<file path="src/rtl/mux_pkg.sv">
// Shared types and helpers for the 4-to-1 round-robin collector.
// The channel count is fixed at four, so channel indices are always 2 bits wide.
package mux_pkg;

  localparam int NUM_CH = 4;
  localparam int IDX_W  = 2;

  typedef enum logic {
    ARB  = 1'b0,
    LOCK = 1'b1
  } state_t;

  function automatic logic [IDX_W-1:0] next_idx(input logic [IDX_W-1:0] idx);
    return IDX_W'((32'(idx) + 1) % NUM_CH);
  endfunction

endpackage

</file>
<file path="src/rtl/rr_pick4.sv">
// Combinational round-robin picker.
// Returns the first set request bit, scanning from ptr upward modulo four.
module rr_pick4
  import mux_pkg::*;
(
  input  logic [NUM_CH-1:0] req,
  input  logic [IDX_W-1:0]  ptr,
  output logic [IDX_W-1:0]  gnt_idx,
  output logic              any
);

  // NOTE: every output of a combinational block gets a default first so no path leaves it unassigned (no latch).
  always_comb begin
    gnt_idx = ptr;
    any     = |req;
    // Walk from the farthest offset back to ptr so the closest requester wins.
    for (int k = NUM_CH - 1; k >= 0; k--) begin
      if (req[ptr + IDX_W'(k)]) begin
        gnt_idx = ptr + IDX_W'(k);
      end
    end
  end

endmodule

</file>
<file path="src/rtl/mux_rr_4to1.sv">
// Four-channel round-robin collector with a registered output stage.
// A burst without last holds the grant on its channel until the last beat.
module mux_rr_4to1
  import mux_pkg::*;
#(
  parameter int width = 8,
  parameter int snum  = 2
) (
  input  logic             clk,
  input  logic             rst_n,
  input  logic [width-1:0] i0,
  input  logic [width-1:0] i1,
  input  logic [width-1:0] i2,
  input  logic [width-1:0] i3,
  input  logic [3:0]       i_valid,
  input  logic [3:0]       i_last,
  output logic [3:0]       i_ready,
  output logic [width-1:0] o,
  output logic [snum-1:0]  o_sel,
  output logic             o_last,
  output logic             o_valid,
  input  logic             o_ready
);

  state_t            state, state_nxt;
  logic [snum-1:0]   ptr, ptr_nxt;
  logic [snum-1:0]   lch, lch_nxt;
  logic [snum-1:0]   arb_idx, gnt;
  logic              arb_any, elig, load, xfer;
  logic [width-1:0]  din [NUM_CH];

  assign din[0] = i0;
  assign din[1] = i1;
  assign din[2] = i2;
  assign din[3] = i3;

  rr_pick4 u_pick (
    .req     (i_valid),
    .ptr     (ptr),
    .gnt_idx (arb_idx),
    .any     (arb_any)
  );

  assign load = ~o_valid | o_ready;

  always_comb begin
    gnt       = arb_idx;
    elig      = arb_any;
    state_nxt = state;
    ptr_nxt   = ptr;
    lch_nxt   = lch;
    i_ready   = '0;
    // A locked channel is offered ready even while it idles mid-burst.
    if (state == LOCK) begin
      gnt  = lch;
      elig = 1'b1;
    end
    if (rst_n && load && elig) begin
      i_ready[gnt] = 1'b1;
    end
    xfer = i_valid[gnt] & i_ready[gnt];
    if (xfer) begin
      case (state)
        ARB: begin
          ptr_nxt = next_idx(gnt);
          if (!i_last[gnt]) begin
            state_nxt = LOCK;
            lch_nxt   = gnt;
          end
        end
        LOCK: begin
          if (i_last[gnt]) begin
            state_nxt = ARB;
          end
        end
        default: state_nxt = ARB;
      endcase
    end
  end

  // NOTE: sequential state uses non-blocking assignments so every register samples pre-edge values.
  always_ff @(posedge clk or negedge rst_n) begin
    if (!rst_n) begin
      state <= ARB;
      ptr   <= '0;
      lch   <= '0;
    end else begin
      state <= state_nxt;
      ptr   <= ptr_nxt;
      lch   <= lch_nxt;
    end
  end

  always_ff @(posedge clk or negedge rst_n) begin
    if (!rst_n) begin
      o       <= '0;
      o_sel   <= '0;
      o_last  <= 1'b0;
      o_valid <= 1'b0;
    end else if (xfer) begin
      o       <= din[gnt];
      o_sel   <= gnt;
      o_last  <= i_last[gnt];
      o_valid <= 1'b1;
    end else if (o_ready) begin
      o_valid <= 1'b0;
    end
  end

endmodule
</file>
<file path="config.mk">
export PLATFORM = sky130hd
export DESIGN_NAME = mux_rr_4to1
export DESIGN_NICKNAME = d
export VERILOG_FILES = /design/src/rtl/mux_pkg.sv /design/src/rtl/rr_pick4.sv /design/src/rtl/mux_rr_4to1.sv
export SDC_FILE = /design/constraint.sdc
export NUM_CORES = 1
export LEC_CHECK = 0
export ABC_CLOCK_PERIOD_IN_PS = 4000
export BUFFER_PORTS_ARGS = -buffer_cell sky130_fd_sc_hd__buf_2
export CORE_ASPECT_RATIO = 1.75
export CORE_MARGIN = 3
export CORE_UTILIZATION = 47
export CTS_BUF_LIST = sky130_fd_sc_hd__clkbuf_4 sky130_fd_sc_hd__clkbuf_8 sky130_fd_sc_hd__clkbuf_16
export CTS_CLUSTER_SIZE = 40
export DETAILED_ROUTE_END_ITERATION = 8
export PLACE_DENSITY = 0.8
export SYNTH_ARGS = -nofsm -noshare
export SYNTH_HDL_FRONTEND = slang
export SYNTH_HIERARCHICAL = 1
export SYNTH_SLANG_ARGS = --single-unit
</file>
<file path="constraint.sdc">
create_clock -name clk -period 4 [get_ports clk]
set_input_delay 0.4 -clock clk [delete_from_list [all_inputs] [get_ports clk]]
set_output_delay 0.4 -clock clk [all_outputs]
set_load 0.01 [all_outputs]
</file>
==> results of run 1 <==
-- cell families after synthesis --
logic type               Yosys count  share of synthesized area (%)
buffers and inverters             12                           4.95
adder cells (fa/ha/maj)            4                           3.88
multiplexers                      18                           18.5
flip-flops                        17                           33.0
AND/OR/NAND/NOR                   67                           25.4
AO/OA/AOI/OAI                     25                           14.3
-- stage by stage --
stage / utilization (%) / setup WS, ps / power [W] / instance area (sq um) / setup TNS, ps
5_1_grt: 64.5 / 272 / 0.00130 / 1650 / 0
3_3_place_gp: 62.5 / 169 / 0.00103 / 1590 / 0
6_report: 64.5 / 505 / 0.00120 / 1650 / 0
2_1_floorplan: - / 1080 / 0.000852 / 1290 / 0
4_1_cts: 64.4 / 40.6 / 0.00120 / 1640 / 0
3_5_place_dp: 62.5 / -44.3 / 0.00105 / 1590 / -300
-- layout by cell type (no fill, tap or decap), drive strengths merged, types with 2 or more instances in the layout --
cell type	Yosys	routed
a21oi	2	2
a31oi	9	9
and2	4	4
and2b	3	3
and3	10	10
buf	6	61
clkbuf	1	4
dfrtp	17	17
ha	4	4
inv	4	4
mux2	13	13
mux2i	4	4
nand2	38	38
nand2b	2	2
nor2	3	3
nor3	2	2
o211ai	3	3
o21ai	3	3
o31ai	2	2
-- final timing paths --
kind	startpoint	endpoint	slack [ps]	cells past startpoint
min	rst_n	o[6]	80	1
max	ptr[0]	o[5]	510	13
min in group clk	o_sel[1]	o_sel[1]	500	1
min reg2reg	o_sel[1]	o_sel[1]	500	1
max reg2reg	ptr[0]	o[5]	510	13
max in group asynchronous	rst_n	o_sel[0]	3630	1
-- critical path: stages (launching register included) --
cell      delay [ps]
dfrtp_1          380
and2b_1          200
o21ai_0          180
nand2_1           80
nor2b_1          170
a21oi_2          540
clkinv_1         470
ha_1             330
nand2_1           90
nor2_1            50
a31oi_1          250
o31ai_2           80
buf_4            230
mux2_4           310
-- where the power goes --
part | total, W | leakage, nW | internal [W] | switching (W)
Clock | 0.000134 | 0.0262 | 0.0000775 | 0.0000569
Sequential | 0.000318 | 0.202 | 0.000253 | 0.0000643
Combinational | 0.000752 | 0.634 | 0.000355 | 0.000396
Total | 0.00120 | 0.863 | 0.000686 | 0.000517
-- state kept, by name, summed over array words and instances, names as in the netlist --
name and count:
o_valid 1, o_sel 2, state 1, lch 2
o 8, ptr 2, o_last 1
-- routing by layer --
metal	global-route usage (%)	vias up	share of wire, %
met5	0	-	0
met4	6.84	0	1.6
met3	2.13	7	7.4
met2	42.1	66	52
met1	25.1	615	39
li1	-	622	-
-- layout make-up --
type / instances / share of cell area [%]
Sequential cell: 17 / 25.8
Inverter: 5 / 1.14
Timing Repair Buffer: 61 / 19.0
Clock buffer: 4 / 2.96
Multi-Input combinational cell: 114 / 49.1
Tap cell: 26 / 1.98
==> impl_metrics.env, run 1 <==
export IMPL_syn_mean_instance_area_sq_um=9.02
export IMPL_status="finished, final reports clean"
export IMPL_period_share_pct=87.4
export IMPL_drive_gt1_share_pct=43.3
export IMPL_track_usage_pct=22.3
export IMPL_end_kind="flip-flop"
export IMPL_cp_arrival_ps=3630
export IMPL_drt_iter0_markers=40
export IMPL_vias=1310
export IMPL_rows=24
export IMPL_rsz0062_at_grt="false"
export IMPL_nets=249
export IMPL_syn_nets=190
export IMPL_cts_resized=0
export IMPL_synth_seq_cells=17
export IMPL_seq_area_sq_um=425
export IMPL_p_leak_nw=0.863
export IMPL_yosys_area_top_type_share_pct=33.0
export IMPL_root_buffer="clkbuf_8"
export IMPL_overflow=0
export IMPL_power_density_mw_per_mm2=731
export IMPL_ys_types=39
export IMPL_wl_per_cell_microns=16.1
export IMPL_post_cts_setup_buffer_count=0
export IMPL_tightest_slew_ps=675
export IMPL_start_kind="flip-flop"
export IMPL_firstDrtPassIters=4
export IMPL_numCtsBuffers=3
export IMPL_ys_warn_count=6
export IMPL_antenna_found_initial=0
export IMPL_cp_data_required_time_ps=4140
export IMPL_dp_hpwl_mm=2.78
export IMPL_crit_fanout=15
export IMPL_vias_per_cell=5.77
export IMPL_clockBufferDepth=2
export IMPL_drtAntennaViolNets=0
export IMPL_totalWireLength_mm=3.67
export IMPL_maxCapViolCount=0
export IMPL_grt_pass1_wl_mm=5.65
export IMPL_finalNonFillerCells=227
export IMPL_worst_slew_margin_rel_pct=55.0
export IMPL_grt_pass1_vias=1307
export IMPL_ys_seq_area_share_pct=33.0
export IMPL_port_buffers=58
export IMPL_max_clock_freq_ghz=0.286
export IMPL_netlist_area_sq_mm=0.00129
export IMPL_synthArstFlopShare_pct=100
export IMPL_synth_edf_count=0
export IMPL_numClockSinks=17
export IMPL_multi_input_area_sq_um=808
export IMPL_grt_max_degree=20
export IMPL_cts_hold_buffers=0
export IMPL_drc=0
export IMPL_start_util_pct=50.5
export IMPL_setup_viol_count_final=0
export IMPL_holdWs_ps=76.0
export IMPL_cts_tree="built"
export IMPL_synthCells=143
export IMPL_yosys_area_top_type="dfrtp_1"
export IMPL_place_inst=223
export IMPL_drv_slew=0
export IMPL_core_sq_mm=0.00255
export IMPL_hold_viol=0
export IMPL_synth_flop_cell="dfrtp_1"
export IMPL_diodes=0
export IMPL_yosys_cell_count_top_type="nand2_1"
export IMPL_ys_top_cells_by_area="dfrtp_1, nand2_1, mux2_4, a31oi_1, and3_1"
export IMPL_io_pins=59
export IMPL_routabilityCongestion=0.876
export IMPL_dieHeight_microns=75.3
export IMPL_skew_ps=2.72
export IMPL_die_w_microns=45.6
export IMPL_area_growth_pct=27.6
export IMPL_period_needed_ps=3490
export IMPL_path_class="reg -> reg"
export IMPL_htreeDepth=1
export IMPL_nFillCells=216
export IMPL_die_area_sq_mm=0.00343
export IMPL_clock_latency_ps=250
export IMPL_min_path_type="in -> async"
export IMPL_ir_drop_mv=0.390
export IMPL_clkTransAtPathRegs_ps=60
export IMPL_synth_common_cells="nand2_1, dfrtp_1, a31oi_1, and3_1, mux2_4"
No activity file was read; power rests on OpenSTA's default activity.
==> run 2, diff against run 1 <==
- CORE_ASPECT_RATIO: 1.75 -> default
- SLEW_MARGIN: default -> 0
==> impl_metrics.env, run 2 (synthesis results as in run 1) <==
export IMPL_end_kind="flip-flop"
export IMPL_fin_util_pct=63.9
export IMPL_clock_latency_ps=280
export IMPL_min_path_type="in -> async"
export IMPL_cts_hold_buffers=0
export IMPL_drive_gt1_share_pct=42.8
export IMPL_diodes=0
export IMPL_finalNonFillerCells=231
export IMPL_start_kind="flip-flop"
export IMPL_die_area_sq_mm=0.00341
export IMPL_wl_per_cell_microns=14.2
export IMPL_vias=1269
export IMPL_final_common_cell="buf_2"
export IMPL_ir_drop_mv=0.457
export IMPL_period_share_pct=84.0
export IMPL_clkTransAtPathRegs_ps=100
export IMPL_p_leak_nw=0.857
export IMPL_clockBufferDepth=2
export IMPL_status="finished, final reports clean"
export IMPL_tightest_slew_ps=657
export IMPL_die_w_microns=58.4
export IMPL_cts_tree="built"
export IMPL_numCtsBuffers=3
export IMPL_vias_per_cell=5.49
export IMPL_routabilityCongestion=0.859
export IMPL_max_clock_freq_ghz=0.298
export IMPL_period_needed_ps=3360
export IMPL_r2r_start="ptr[0]"
export IMPL_largest_register="o"
export IMPL_totalWireLength_mm=3.28
export IMPL_final_cell_mix="buf_2, nand2_1, dfrtp_1"
export IMPL_drtAntennaViolNets=0
export IMPL_cp_arrival_ps=3540
export IMPL_worst_slew_margin_rel_pct=56.2
export IMPL_rr_worst_depth=13
export IMPL_dieHeight_microns=58.4
export IMPL_timing_rr_end="o[1]"
export IMPL_rows=18
export IMPL_drt_iter0_markers=34
export IMPL_io_pins=59
export IMPL_setup_viol_count_final=0
export IMPL_nets=249
export IMPL_nFillCells=224
export IMPL_antenna_found_initial=0
export IMPL_numClockSinks=17
export IMPL_crit_fanout=15
export IMPL_core_sq_mm=0.00254
export IMPL_skew_ps=1.02
export IMPL_regToRegSetupSlack_ps=640
export IMPL_drc=0
export IMPL_rsz0062_at_grt="false"
export IMPL_start_util_pct=50.7
export IMPL_holdWs_ps=37.7
export IMPL_cp_data_required_time_ps=4180
export IMPL_grt_pass1_wl_mm=5.35
export IMPL_area_growth_pct=26.1
export IMPL_track_usage_pct=19.8
export IMPL_hold_viol=0
export IMPL_grt_max_degree=21
export IMPL_place_inst=227
export IMPL_root_buffer="clkbuf_4"
export IMPL_path_class="reg -> reg"
export IMPL_overflow=0
export IMPL_drv_slew=0
export IMPL_port_buffers=58
export IMPL_htreeDepth=1
export IMPL_grt_pass1_vias=1198
export IMPL_maxCapViolCount=0
export IMPL_dp_hpwl_mm=2.57
export IMPL_firstDrtPassIters=4
export IMPL_largest_register_ffs=8
export IMPL_p_total_w=0.00113
export IMPL_power_density_mw_per_mm2=696
## run 2: report_power, final
part	internal, W	switching [W]	total [W]
Sequential	0.000252	0.0000648	0.000317
Combinational	0.000352	0.000370	0.000722
Clock	0.0000371	0.0000557	0.0000927
## run 2: per-layer routing
layer  vias to the layer above  GRT usage, %  share of wire [%]  wire length [microns]
met1                       606          25.1                 43                   1400
met4                         0          4.97               0.58                     19
met3                         2          4.61                5.1                    168
met5                         -             0                  0                      0
li1                        626             -                  -                      -
met2                        35          33.7                 52                   1690
## run 2: layout make-up
cell class | instances | area (sq um) | share of cell area [%]
Tap cell | 30 | 37.5 | 2.31
Sequential cell | 17 | 425 | 26.2
Clock buffer | 3 | 22.5 | 1.38
Clock inverter | 1 | 5.00 | 0.308
Inverter | 5 | 18.8 | 1.15
Timing Repair Buffer | 61 | 313 | 19.2
Multi-Input combinational cell | 114 | 805 | 49.5
## run 2: metrics by stage
stage	cell area (sq um)	setup WS, ps	setup TNS (ps)
final	1630	639	0
after global routing	1630	402	0
after CTS	1620	113	0
after detailed placement	1600	-22.3	-119
after global placement	1600	219	0
after floorplan	1290	1080	0
## run 2: what timing repair did
action	in CTS	in global routing
hold endpoints to repair	0	0
buffers inserted	0	0
endpoints found under the setup margin	0	14
gates resized for setup	0	1
## run 2: how the worst max path moves through the flow
stage / start / endpoint / slack [ps] / depth (start not counted)
detailed placement: i_valid[3] / o[1] / -20 / 14
global placement: i_valid[2] / o[6] / 220 / 14
global route: ptr[0] / o[1] / 400 / 13
finish: ptr[0] / o[1] / 640 / 13
CTS: ptr[0] / o[1] / 110 / 13
floorplan: i_valid[0] / o[0] / 1080 / 12
## run 2: worst max-delay path: stages, from the launching register on
cell      delay (ps)
dfrtp_1          400
and2b_1          200
o21ai_0          150
nand2_1           60
nor2b_1          150
a21oi_2          520
clkinv_1         470
ha_1             320
nand2_1           80
nor2_1            40
a31oi_1          230
o31ai_2           80
buf_4            230
mux2_4           310
